===== config.mk =====
export PLATFORM = sky130hd
export DESIGN_NAME = decode_queue
export DESIGN_NICKNAME = d
export VERILOG_FILES = /design/src/rtl/decode_queue.sv
export SDC_FILE = /design/constraint.sdc
export NUM_CORES = 1
export LEC_CHECK = 0
export ABC_AREA = 0
export CORE_MARGIN = 1.5
export CORE_UTILIZATION = 35
export CTS_CLUSTER_DIAMETER = 120
export DETAILED_ROUTE_END_ITERATION = 6
export SYNTH_ARGS = -nofsm -noshare
export SYNTH_HDL_FRONTEND = slang
export SYNTH_SLANG_ARGS = --single-unit

===== constraint.sdc =====
create_clock -name clk -period 10.85 [get_ports clk]
set_input_delay 2.17 -clock clk [delete_from_list [all_inputs] [get_ports clk]]
set_output_delay 2.17 -clock clk [all_outputs]
set_load 0.01 [all_outputs]

===== src/rtl/decode_queue.sv =====
// decode_queue: decodes 32-bit MIPS-style instruction words at the input and
// buffers the decoded control/field bundle in a QDEPTH-entry circular FIFO.
// Also keeps a saturating count of illegal instructions accepted.
// Optional feature: define DECODE_QUEUE_FUNCT_EN to decode R_type funct codes
// and produce ALU operation codes (otherwise out_alu_op is constant 0).
module decode_queue #(
  parameter int QDEPTH = 2,
  parameter int CNT_W  = 8
) (
  input  logic             clk,
  input  logic             rst,
  input  logic             in_valid,
  output logic             in_ready,
  input  logic [31:0]      in_instr,
  output logic             out_valid,
  input  logic             out_ready,
  output logic [11:0]      out_ctrl,
  output logic             out_illegal,
  output logic [3:0]       out_alu_op,
  output logic [4:0]       out_rs,
  output logic [4:0]       out_rt,
  output logic [4:0]       out_rd,
  output logic [15:0]      out_imm,
  output logic [25:0]      out_target,
  output logic [CNT_W-1:0] illegal_cnt
);

  localparam int PTR_W = (QDEPTH > 1) ? $clog2(QDEPTH) : 1;
  localparam int OCC_W = $clog2(QDEPTH) + 1;
  localparam logic [OCC_W-1:0] FULL_OCC = OCC_W'(QDEPTH);

  // One-hot class bit positions in out_ctrl
  localparam int C_RTYPE = 0;
  localparam int C_ADDI  = 1;
  localparam int C_ANDI  = 2;
  localparam int C_ORI   = 3;
  localparam int C_XORI  = 4;
  localparam int C_LW    = 5;
  localparam int C_SW    = 6;
  localparam int C_BEQ   = 7;
  localparam int C_BNE   = 8;
  localparam int C_LUI   = 9;
  localparam int C_J     = 10;
  localparam int C_JAL   = 11;

  typedef struct packed {
    logic [11:0] ctrl;
    logic        illegal;
    logic [3:0]  alu_op;
    logic [4:0]  rs;
    logic [4:0]  rt;
    logic [4:0]  rd;
    logic [15:0] imm;
    logic [25:0] target;
  } entry_t;

  entry_t            mem_reg [QDEPTH];
  entry_t            dec_entry;
  entry_t            head_entry;
  logic [PTR_W-1:0]  wr_ptr_reg;
  logic [PTR_W-1:0]  rd_ptr_reg;
  logic [OCC_W-1:0]  occ_reg;
  logic [CNT_W-1:0]  illegal_cnt_reg;
  logic [5:0]        opcode;
  logic              push;
  logic              pop;

  assign opcode    = in_instr[31:26];
  assign in_ready  = (occ_reg < FULL_OCC);
  assign out_valid = (occ_reg != '0);
  assign push      = in_valid && in_ready;
  assign pop       = out_valid && out_ready;

  // Decode the incoming word into class, legality, ALU op and fields
  always_comb begin
    dec_entry        = '0;
    dec_entry.rs     = in_instr[25:21];
    dec_entry.rt     = in_instr[20:16];
    dec_entry.rd     = in_instr[15:11];
    dec_entry.imm    = in_instr[15:0];
    dec_entry.target = in_instr[25:0];
    case (opcode)
      6'b000000: begin
`ifdef DECODE_QUEUE_FUNCT_EN
        case (in_instr[5:0])
          6'b100000: dec_entry.alu_op = 4'd0;
          6'b100010: dec_entry.alu_op = 4'd1;
          6'b100100: dec_entry.alu_op = 4'd2;
          6'b100101: dec_entry.alu_op = 4'd3;
          6'b100110: dec_entry.alu_op = 4'd4;
          6'b101010: dec_entry.alu_op = 4'd5;
          6'b000000: dec_entry.alu_op = 4'd6;
          6'b000010: dec_entry.alu_op = 4'd7;
          default:   dec_entry.illegal = 1'b1;
        endcase
        // An unknown funct leaves the class vector empty
        dec_entry.ctrl[C_RTYPE] = !dec_entry.illegal;
`else
        dec_entry.ctrl[C_RTYPE] = 1'b1;
`endif
      end
      6'b001000: dec_entry.ctrl[C_ADDI] = 1'b1;
      6'b001100: begin
        dec_entry.ctrl[C_ANDI] = 1'b1;
`ifdef DECODE_QUEUE_FUNCT_EN
        dec_entry.alu_op = 4'd2;
`endif
      end
      6'b001101: begin
        dec_entry.ctrl[C_ORI] = 1'b1;
`ifdef DECODE_QUEUE_FUNCT_EN
        dec_entry.alu_op = 4'd3;
`endif
      end
      6'b001110: begin
        dec_entry.ctrl[C_XORI] = 1'b1;
`ifdef DECODE_QUEUE_FUNCT_EN
        dec_entry.alu_op = 4'd4;
`endif
      end
      6'b100011: dec_entry.ctrl[C_LW] = 1'b1;
      6'b101011: dec_entry.ctrl[C_SW] = 1'b1;
      6'b000100: begin
        dec_entry.ctrl[C_BEQ] = 1'b1;
`ifdef DECODE_QUEUE_FUNCT_EN
        dec_entry.alu_op = 4'd1;
`endif
      end
      6'b000101: begin
        dec_entry.ctrl[C_BNE] = 1'b1;
`ifdef DECODE_QUEUE_FUNCT_EN
        dec_entry.alu_op = 4'd1;
`endif
      end
      6'b001111: begin
        dec_entry.ctrl[C_LUI] = 1'b1;
`ifdef DECODE_QUEUE_FUNCT_EN
        dec_entry.alu_op = 4'd8;
`endif
      end
      6'b000010: dec_entry.ctrl[C_J]   = 1'b1;
      6'b000011: dec_entry.ctrl[C_JAL] = 1'b1;
      default:   dec_entry.illegal     = 1'b1;
    endcase
  end

  // Entry storage: written on push, no reset needed since occupancy gates it
  always_ff @(posedge clk) begin
    if (!rst && push) begin
      mem_reg[wr_ptr_reg] <= dec_entry;
    end
  end

  // Pointers, occupancy and the saturating illegal counter
  always_ff @(posedge clk) begin
    if (rst) begin
      wr_ptr_reg      <= '0;
      rd_ptr_reg      <= '0;
      occ_reg         <= '0;
      illegal_cnt_reg <= '0;
    end else begin
      if (push) begin
        wr_ptr_reg <= wr_ptr_reg + 1'b1;
      end
      if (pop) begin
        rd_ptr_reg <= rd_ptr_reg + 1'b1;
      end
      case ({push, pop})
        2'b10:   occ_reg <= occ_reg + 1'b1;
        2'b01:   occ_reg <= occ_reg - 1'b1;
        default: occ_reg <= occ_reg;
      endcase
      if (push && dec_entry.illegal && (illegal_cnt_reg != '1)) begin
        illegal_cnt_reg <= illegal_cnt_reg + 1'b1;
      end
    end
  end

  // Present the oldest entry, or all zeros when the queue is empty
  always_comb begin
    head_entry = mem_reg[rd_ptr_reg];
    if (!out_valid) begin
      head_entry = '0;
    end
  end

  assign out_ctrl    = head_entry.ctrl;
  assign out_illegal = head_entry.illegal;
  assign out_alu_op  = head_entry.alu_op;
  assign out_rs      = head_entry.rs;
  assign out_rt      = head_entry.rt;
  assign out_rd      = head_entry.rd;
  assign out_imm     = head_entry.imm;
  assign out_target  = head_entry.target;
  assign illegal_cnt = illegal_cnt_reg;

endmodule


==> Word-level counts from Yosys, hierarchy flattened <==
Memory sizes are Yosys's and may differ from the RTL's. A register that Yosys moved wholly into a read port is not among the register bits.
Cells that the tools add are included.
{ "word_totals": {"regBits": 12, "latchBits": 0, "mem_bits_rw": 140, "rom_bits": 0, "input_bits": 36, "output_inout_bits": 84, "memories": 1} }
{ "mem_list": {"columns": ["name", "words", "word_bits", "rd", "rd_ports_with_merged_regs", "wr", "line", "rtl"], "rows": [
  ["mem_reg", 2, 70, 1, 1, 1, "57", "entry_t mem_reg [QDEPTH];"]
]} }
{ "classes": {"add_sub_neg": 5, "mul": 0, "n_div": 0, "magnitude_cmp": 1, "n_eq_ne": 14, "shift": 0, "mux": 19, "bitwise_logic": 0, "n_reduce_logical": 10} }
{ "ops": {"columns": ["operator", "count"], "rows": [
  ["$mux W74", 1],
  ["$eq A6 B4 Y1 const B", 5],
  ["$mux W1", 17],
  ["$eq A6 B2 Y1 const B", 2],
  ["$eq A6 B3 Y1 const B", 2],
  ["$eq A6 B6 Y1 const B", 2],
  ["$reduce_or A12 Y1", 1],
  ["$add A8 B1 Y8 const B", 1],
  ["$ne A8 B8 Y1 const B", 1],
  ["$logic_not A6 Y1", 1],
  ["$logic_and A1 B1 Y1", 5],
  ["$pmux W2 S2", 1],
  ["$reduce_bool A2 Y1", 2],
  ["$add A1 B1 Y1 const B", 2],
  ["$add A2 B1 Y2 const B", 1],
  ["$eq A2 B1 Y1 const B", 1],
  ["$eq A2 B2 Y1 const B", 1],
  ["$lt A2 B2 Y1 const B", 1],
  ["$sub A2 B1 Y2 const B", 1],
  ["$logic_not A1 Y1", 1]
]} }

==> Longest topological paths before layout <==
Gate-level depths: netlist of the first run.
{ "depth": {"word_depth": 5, "mapped_depth": 7, "depth_no_buf": 7} }

==> Worst setup path after synthesis of the first run <==
Ideal clock, no wire load.
{ "synth_timing": {"path_kind": "in2reg", "startpoint": "in in_valid", "endpoint": "mem mem_reg[1][26] (netlist bit), enable pin", "arrival_ns": 5.122, "setup_slack_ns": 5.236, "path_stages": 2, "cell_sequence": "nand2b_4 nor3b_1"} }
{ "synth_between": {"elab_chain_cells": 4} }
{ "synth_rtl": {"columns": ["item", "line", "rtl"], "rows": [
  ["start: declaration", "12", "input logic in_valid,"],
  ["$logic_and A1 B1 Y1", "71", "assign push = in_valid && in_ready;"],
  ["$logic_and A1 B1 Y1", "149", "if (!rst && push) begin"],
  ["$mux W1", "149", null],
  ["$mux W1 (implied by the code)", "150", "mem_reg[wr_ptr_reg] <= dec_entry;"],
  ["end: declaration", "57", null]
]} }
Every way passes these cells.

==> Worst setup path in the final report of the first run <==
{ "layout_timing": {"startpoint": "reg occ_reg[1]", "endpoint": "out out_imm[2]"} }
{ "layout_between": {"elab_chain_cells": 2} }
{ "layout_rtl": {"columns": ["item", "line", "rtl"], "rows": [
  ["start: declaration", "62", "logic [OCC_W-1:0] occ_reg;"],
  ["start signal: assignment", "169", "2'b10: occ_reg <= occ_reg + 1'b1;"],
  ["start signal: assignment", "170", "2'b01: occ_reg <= occ_reg - 1'b1;"],
  ["start signal: assignment", "171", "default: occ_reg <= occ_reg;"],
  ["$reduce_bool A2 Y1", "70", "assign out_valid = (occ_reg != '0);"],
  ["$mux W74", "182", "if (!out_valid) begin"],
  ["end: declaration", "23", "output logic [15:0] out_imm,"]
]} }
Every way passes these cells.

==> flow_summary.yaml, run 1 <==
status:
  status: "finished clean"
final_layout:
  largest_reg_flops: 78
  antenna_cells: 0
  nNetsFinal: 428
  drive_above_1_share: 0.0684
  syn_to_final_growth_pct: 33.0
  fin_area_um2: 5350
  layout.filler_cells: 1008
setup_path:
  crit_required_ps: 8680
  arrival_ps: 2230
  r2r_start: "occ_reg[1]$_SDFFE_PP0P_"
  crit_path_start_kind: "flip-flop"
  crit_type: "flip-flop to output pin"
  rrSetupSlack_ps: 8460
  crit_fanout: 40
  endpoint: "out_imm[2]"
  reg2regPathDepth: 6
  regToRegEndpoint: "occ_reg[1]$_SDFFE_PP0P_"
  startpoint: "occ_reg[1]$_SDFFE_PP0P_"
  crit_path_end_kind: "output pin"
drt:
  routed_via_density: 4.73
  drt-pass1-iter-count: 4
  routedWlPerCell_um: 14.3
  routed_wirelength_um: 7640
  post-route-drc-count: 0
  drt-initial-drc-count: 98
  detailroute.via_count: 2528
  antenna_left: 0
cts:
  cts_tree: "done"
  clockBufferDepth: 2
  insertion_delay_ps: 330
  clock-root-buffer: "clkbuf_16"
  ctsHtreeMaxLevel: 3
  cts_setup_buffers: 0
  cts_hold_buffers: 0
  cts_resized: 0
  cts_sinks: 91
  cts_buffers: 9
  clk_pin_slew_ps: 60
pwr:
  p_int_w: 0.000893
  power_frac_comb: 0.432
  ir_drop_v: 0.000103
  switching_share: 0.310
  p_clk_frac: 0.231
  seqPwrFrac: 0.337
  p_per_area_nw_per_um2: 242
  p_leak_nw: 1.77
  power_switching_w: 0.000402
sta:
  fin_crit_sh: 0.406
  finClkSkew_ps: 7.80
  slew_headroom: 0.336
  fmax_mhz: 227
  rsz0062_at_grt: "no"
  fin_crit_ps: 4400
  timing.final.hold_violations: 0
  setup_viol: 0
  tns_ps: 0
  slew_violations: 0
  tightest_slew_ps: 994
synth:
  ys_seq_area_frac: 0.647
  async_reset_ff_frac: 0
  ys_types: 38
  synth_edf_count: 78
  yosys_warnings: 0
  synth_area_um2: 4020
  syn_area_per_cell_um2: 13.1
  synth_seq_cells: 91
  netlist_instances: 308
  synth_ff_type: "edfxtp_1"
global_route:
  antenna_found_initial: 0
  track_usage: 0.130
  grt_overflow: 0
  grt_first_pass_wirelength_um: 11700
  grt_pass1_vias: 2362
  grt_max_degree: 41
placement:
  dp_hpwl_um: 5010
  dpl_cell_area_um2: 5060
  portBuffers: 115
  routabilityCongestion: 0.774
floorplan:
  dieWidth_um: 110
  row_count: 38
  start_util: 0.365
  fp.coreArea_um2: 11000
  dieArea_um2: 12100
  pin_count: 120
  die_h_um: 110
worst_hold_path:
  hp-class: "flip-flop to flip-flop"
  hold_depth: 2
job:
  maxCapViolations: 0
## cell type report
cell class	count	area [um2]	area share
flip-flops and latches	91	2600	0.487
repair buffers	118	1170	0.219
multi-input cells	166	1090	0.204
clock buffers	9	225	0.0421
well taps	140	175	0.0328
clock inverters	7	66.3	0.0124
inverters	4	15.0	0.00281
## per-stage QoR
stage | setup slack [ps] | power, W | util | hold WS [ps] | std cells
after global routing | 6220 | 0.00137 | 0.485 | 552 | 535
final | 6450 | 0.00129 | 0.485 | 516 | 535
after floorplan | 5240 | 0.000777 | - | 478 | 311
after CTS | 6340 | 0.00132 | 0.485 | 520 | 535
after detailed placement | 6550 | 0.00102 | 0.458 | 500 | 519
after global placement | 6640 | 0.00101 | 0.458 | 496 | 519
## synth_stat cells, types with 2 or more instances
library cell | count | area [um2]
nor3_1 | 4 | 20.0
nor4_1 | 3 | 18.8
buf_2 | 5 | 25.0
xnor2_1 | 2 | 17.5
xor2_1 | 3 | 26.3
edfxtp_1 | 78 | 2340
or2_2 | 2 | 12.5
nor2_1 | 54 | 203
nand2b_4 | 2 | 27.5
buf_6 | 2 | 22.5
ha_1 | 2 | 25.0
o21ai_1 | 5 | 25.0
nand3_1 | 6 | 30.0
mux2i_1 | 40 | 400
dfxtp_1 | 13 | 260
or3_1 | 5 | 31.3
or4_1 | 2 | 15.0
a21oi_1 | 8 | 40.0
clkbuf_1 | 7 | 26.3
inv_1 | 4 | 15.0
nand2_1 | 4 | 15.0
o21ai_0 | 4 | 20.0
buf_4 | 36 | 270
nor2b_1 | 3 | 18.8
## worst max-delay path, stage by stage (launching register included)
cell and delay [ps]:
dfxtp_1 360, nor2_4 780, nor2_1 200, clkdlybuf4s50_1 540
## worst min-delay path by stage
| stage | from | to |
|---|---|---|
| 4_1_cts | rd_ptr_reg$_SDFFE_PP0P_ | rd_ptr_reg$_SDFFE_PP0P_ |
| 3_5_place_dp | rd_ptr_reg$_SDFFE_PP0P_ | rd_ptr_reg$_SDFFE_PP0P_ |
| 6_report | rd_ptr_reg$_SDFFE_PP0P_ | rd_ptr_reg$_SDFFE_PP0P_ |
| 2_1_floorplan | occ_reg[1]$_SDFFE_PP0P_ | occ_reg[1]$_SDFFE_PP0P_ |
| 5_1_grt | rd_ptr_reg$_SDFFE_PP0P_ | rd_ptr_reg$_SDFFE_PP0P_ |
| 3_3_place_gp | rd_ptr_reg$_SDFFE_PP0P_ | rd_ptr_reg$_SDFFE_PP0P_ |
## power by group through the flow
| stage | registers [W] | clock network [W] | logic, W |
|---|---|---|---|
| after global placement | 0.000442 | 0 | 0.000565 |
| after global routing | 0.000439 | 0.000323 | 0.000610 |
| final | 0.000436 | 0.000299 | 0.000559 |
| after CTS | 0.000436 | 0.000311 | 0.000573 |
| after detailed placement | 0.000444 | 0 | 0.000572 |
| after floorplan | 0.000442 | 0 | 0.000335 |
## placed cells by master (no fill, tap or decap), types with 3 or more instances in the layout
cell,count
a21oi_1,8
buf_4,3
clkbuf_16,9
clkdlybuf4s50_1,115
conb_1,4
dfxtp_1,12
edfxtp_1,78
inv_1,4
mux2i_1,40
nand2_1,4
nand3_1,6
nor2_1,53
nor2b_1,3
nor3_1,3
nor4_1,3
o21ai_0,4
o21ai_1,5
or3_1,5
xor2_1,3
## kinds of logic (layout without fill, tap and decap cells)
family,after synthesis,after routing,share of synthesized area
flops,91,91,0.647
simple gates,91,91,0.108
buf+inv,54,138,0.0893
mux,40,40,0.0996
compound gates,24,24,0.0383
xor+xnor,5,5,0.0109
fa+ha+maj,2,2,0.00622
other cells,1,4,0.000933
## per-layer routing
metal	share of wire	global-route usage
met4	0.019	0.0687
met5	0	0
met1	0.44	0.163
met3	0.057	0.0259
met2	0.48	0.212
Note: power is estimated with default switching activity, not from simulation.
==> inputs of run 2 (changes only) <==
==> constraint.sdc (replaced) <==
create_clock -name clk -period 4.2 [get_ports clk]
set_input_delay 0.84 -clock clk [delete_from_list [all_inputs] [get_ports clk]]
set_output_delay 0.84 -clock clk [all_outputs]
set_load 0.01 [all_outputs]
==> run 2 against run 1 <==
Clock skew down 4.4 ps; critical path depth unchanged; setup slack worse by 5300 ps; combinational power rose to 2.6 times the previous value; utilization up 0.35 points; count of clock-buffer cells in the layout up 1; worst hold slack better by 8.4 ps; final area up 0.73%; total power rose to 2.6 times the previous value; non-clock buffer count up 1; sequential power rose to 2.6 times the previous value; first-iteration DRC count down 6.1%; critical path type unchanged; critical endpoint is now out_rd[0]; highest routed layer unchanged.
==> flow_summary.yaml, run 2 (synthesis results as in run 1) <==
status:
  status: "finished clean"
final_layout:
  nNetsFinal: 429
  final_cell_mix: "clkdlybuf4s50_1, edfxtp_1, nor2_1"
  instances_no_fill: 536
  drive_above_1_share: 0.0732
  final_common_cell: "clkdlybuf4s50_1"
  layout.filler_cells: 983
  antenna_cells: 0
  syn_to_final_growth_pct: 33.9
  largest_reg_flops: 78
setup_path:
  crit_family: "simple AND/OR/NAND/NOR gates"
  worstPathCellList: "nor2_4, nor2_1, clkdlybuf4s50_1"
  crit_type: "flip-flop to output pin"
  crit_required_ps: 3360
  arrival_ps: 2230
  crit_path_end_kind: "output pin"
  cp_num_buf_inv: 1
  crit_path_start_kind: "flip-flop"
  slowest_stage: "nor2_4"
  crit_fanout: 40
  crit_path_max_incr_delay_ps: 800
sta:
  tightest_slew_ps: 1010
  setup_viol: 0
  finClkSkew_ps: 3.39
  tns_ps: 0
  slew_violations: 0
  fmax_mhz: 326
  rsz0062_at_grt: "no"
  slew_headroom: 0.324
  fin_crit_sh: 0.731
  timing.final.hold_violations: 0
  fin_crit_ps: 3070
worst_hold_path:
  hp-class: "flip-flop to flip-flop"
cts:
  clk_pin_slew_ps: 60
  cts_sinks: 91
  cts_setup_buffers: 0
  ctsHtreeMaxLevel: 3
  clockBufferDepth: 2
  cts_tree: "done"
  cts_buffers: 9
  cts_hold_buffers: 0
  cts_resized: 0
  insertion_delay_ps: 330
  clock-root-buffer: "clkbuf_16"
pwr:
  ir_drop_v: 0.000301
  p_leak_nw: 1.80
  p_per_area_nw_per_um2: 635
drt:
  routedWlPerCell_um: 14.4
  routed_wirelength_um: 7700
  drt-pass1-iter-count: 4
  drt-initial-drc-count: 92
  post-route-drc-count: 0
  routed_via_density: 4.70
  antenna_left: 0
  detailroute.via_count: 2518
placement:
  dp_hpwl_um: 5150
  routabilityCongestion: 0.730
  dp.cells: 520
  portBuffers: 115
global_route:
  antenna_found_initial: 0
  grt_pass1_vias: 2450
  grt_overflow: 0
  grt_first_pass_wirelength_um: 12100
  track_usage: 0.132
  grt_max_degree: 41
floorplan:
  dieArea_um2: 12100
  dieWidth_um: 110
  pin_count: 120
  fp.coreArea_um2: 11000
  start_util: 0.365
  die_h_um: 110
  row_count: 38
job:
  maxCapViolations: 0
## run 2: stage by stage
stage	utilization	total power (W)	worst slack [ps]	cell area (um2)	hold WS (ps)
floorplan	-	0.00201	134	4040	478
global placement	0.460	0.00261	1330	5070	495
detailed placement	0.460	0.00263	1270	5070	513
CTS	0.488	0.00347	1040	5390	531
global route	0.488	0.00363	925	5390	570
finish	0.488	0.00342	1130	5390	524
## run 2: tightest hold or removal path, stage by stage, from the launching register on
cell     delay (ps)
dfxtp_1         330
xnor2_1          90
nor2_1           80
## run 2: where the power goes
part	switching, W	total (W)	internal, W
logic	0.000668	0.00143	0.000764
registers	0.0000610	0.00115	0.00109
clock network	0.000318	0.000841	0.000523
total	0.00105	0.00342	0.00237
## run 2: layer usage
metal  wire [um]  share of wire  vias up  track usage
met4          90          0.012        0       0.0467
met2        3540           0.46       93        0.215
li1            -              -     1224            -
met1        3520           0.46     1195        0.172
met5           0              0        -            0
met3         545          0.071        6       0.0341
## run 2: worst paths after layout
check / end / startpoint / slack, ps / depth (start not counted)
setup / recovery: out_rd[0] / occ_reg[1]$_SDFFE_PP0P_ / 1130 / 3
hold / removal: flip-flop / rd_ptr_reg$_SDFFE_PP0P_ / 520 / 2
setup reg to reg: occ_reg[1]$_SDFFE_PP0P_ / occ_reg[1]$_SDFFE_PP0P_ / 1800 / 6
hold reg to reg: flip-flop / rd_ptr_reg$_SDFFE_PP0P_ / 520 / 2
## run 2: area by class of cell
| type | count | area [um2] | area share |
|---|---|---|---|
| repair buffers | 119 | 1180 | 0.219 |
| multi-input cells | 166 | 1090 | 0.203 |
| flip-flops and latches | 91 | 2600 | 0.483 |
| inverters | 4 | 15.0 | 0.00279 |
| clock inverters | 6 | 87.6 | 0.0163 |
| clock buffers | 10 | 229 | 0.0425 |
| well taps | 140 | 175 | 0.0325 |
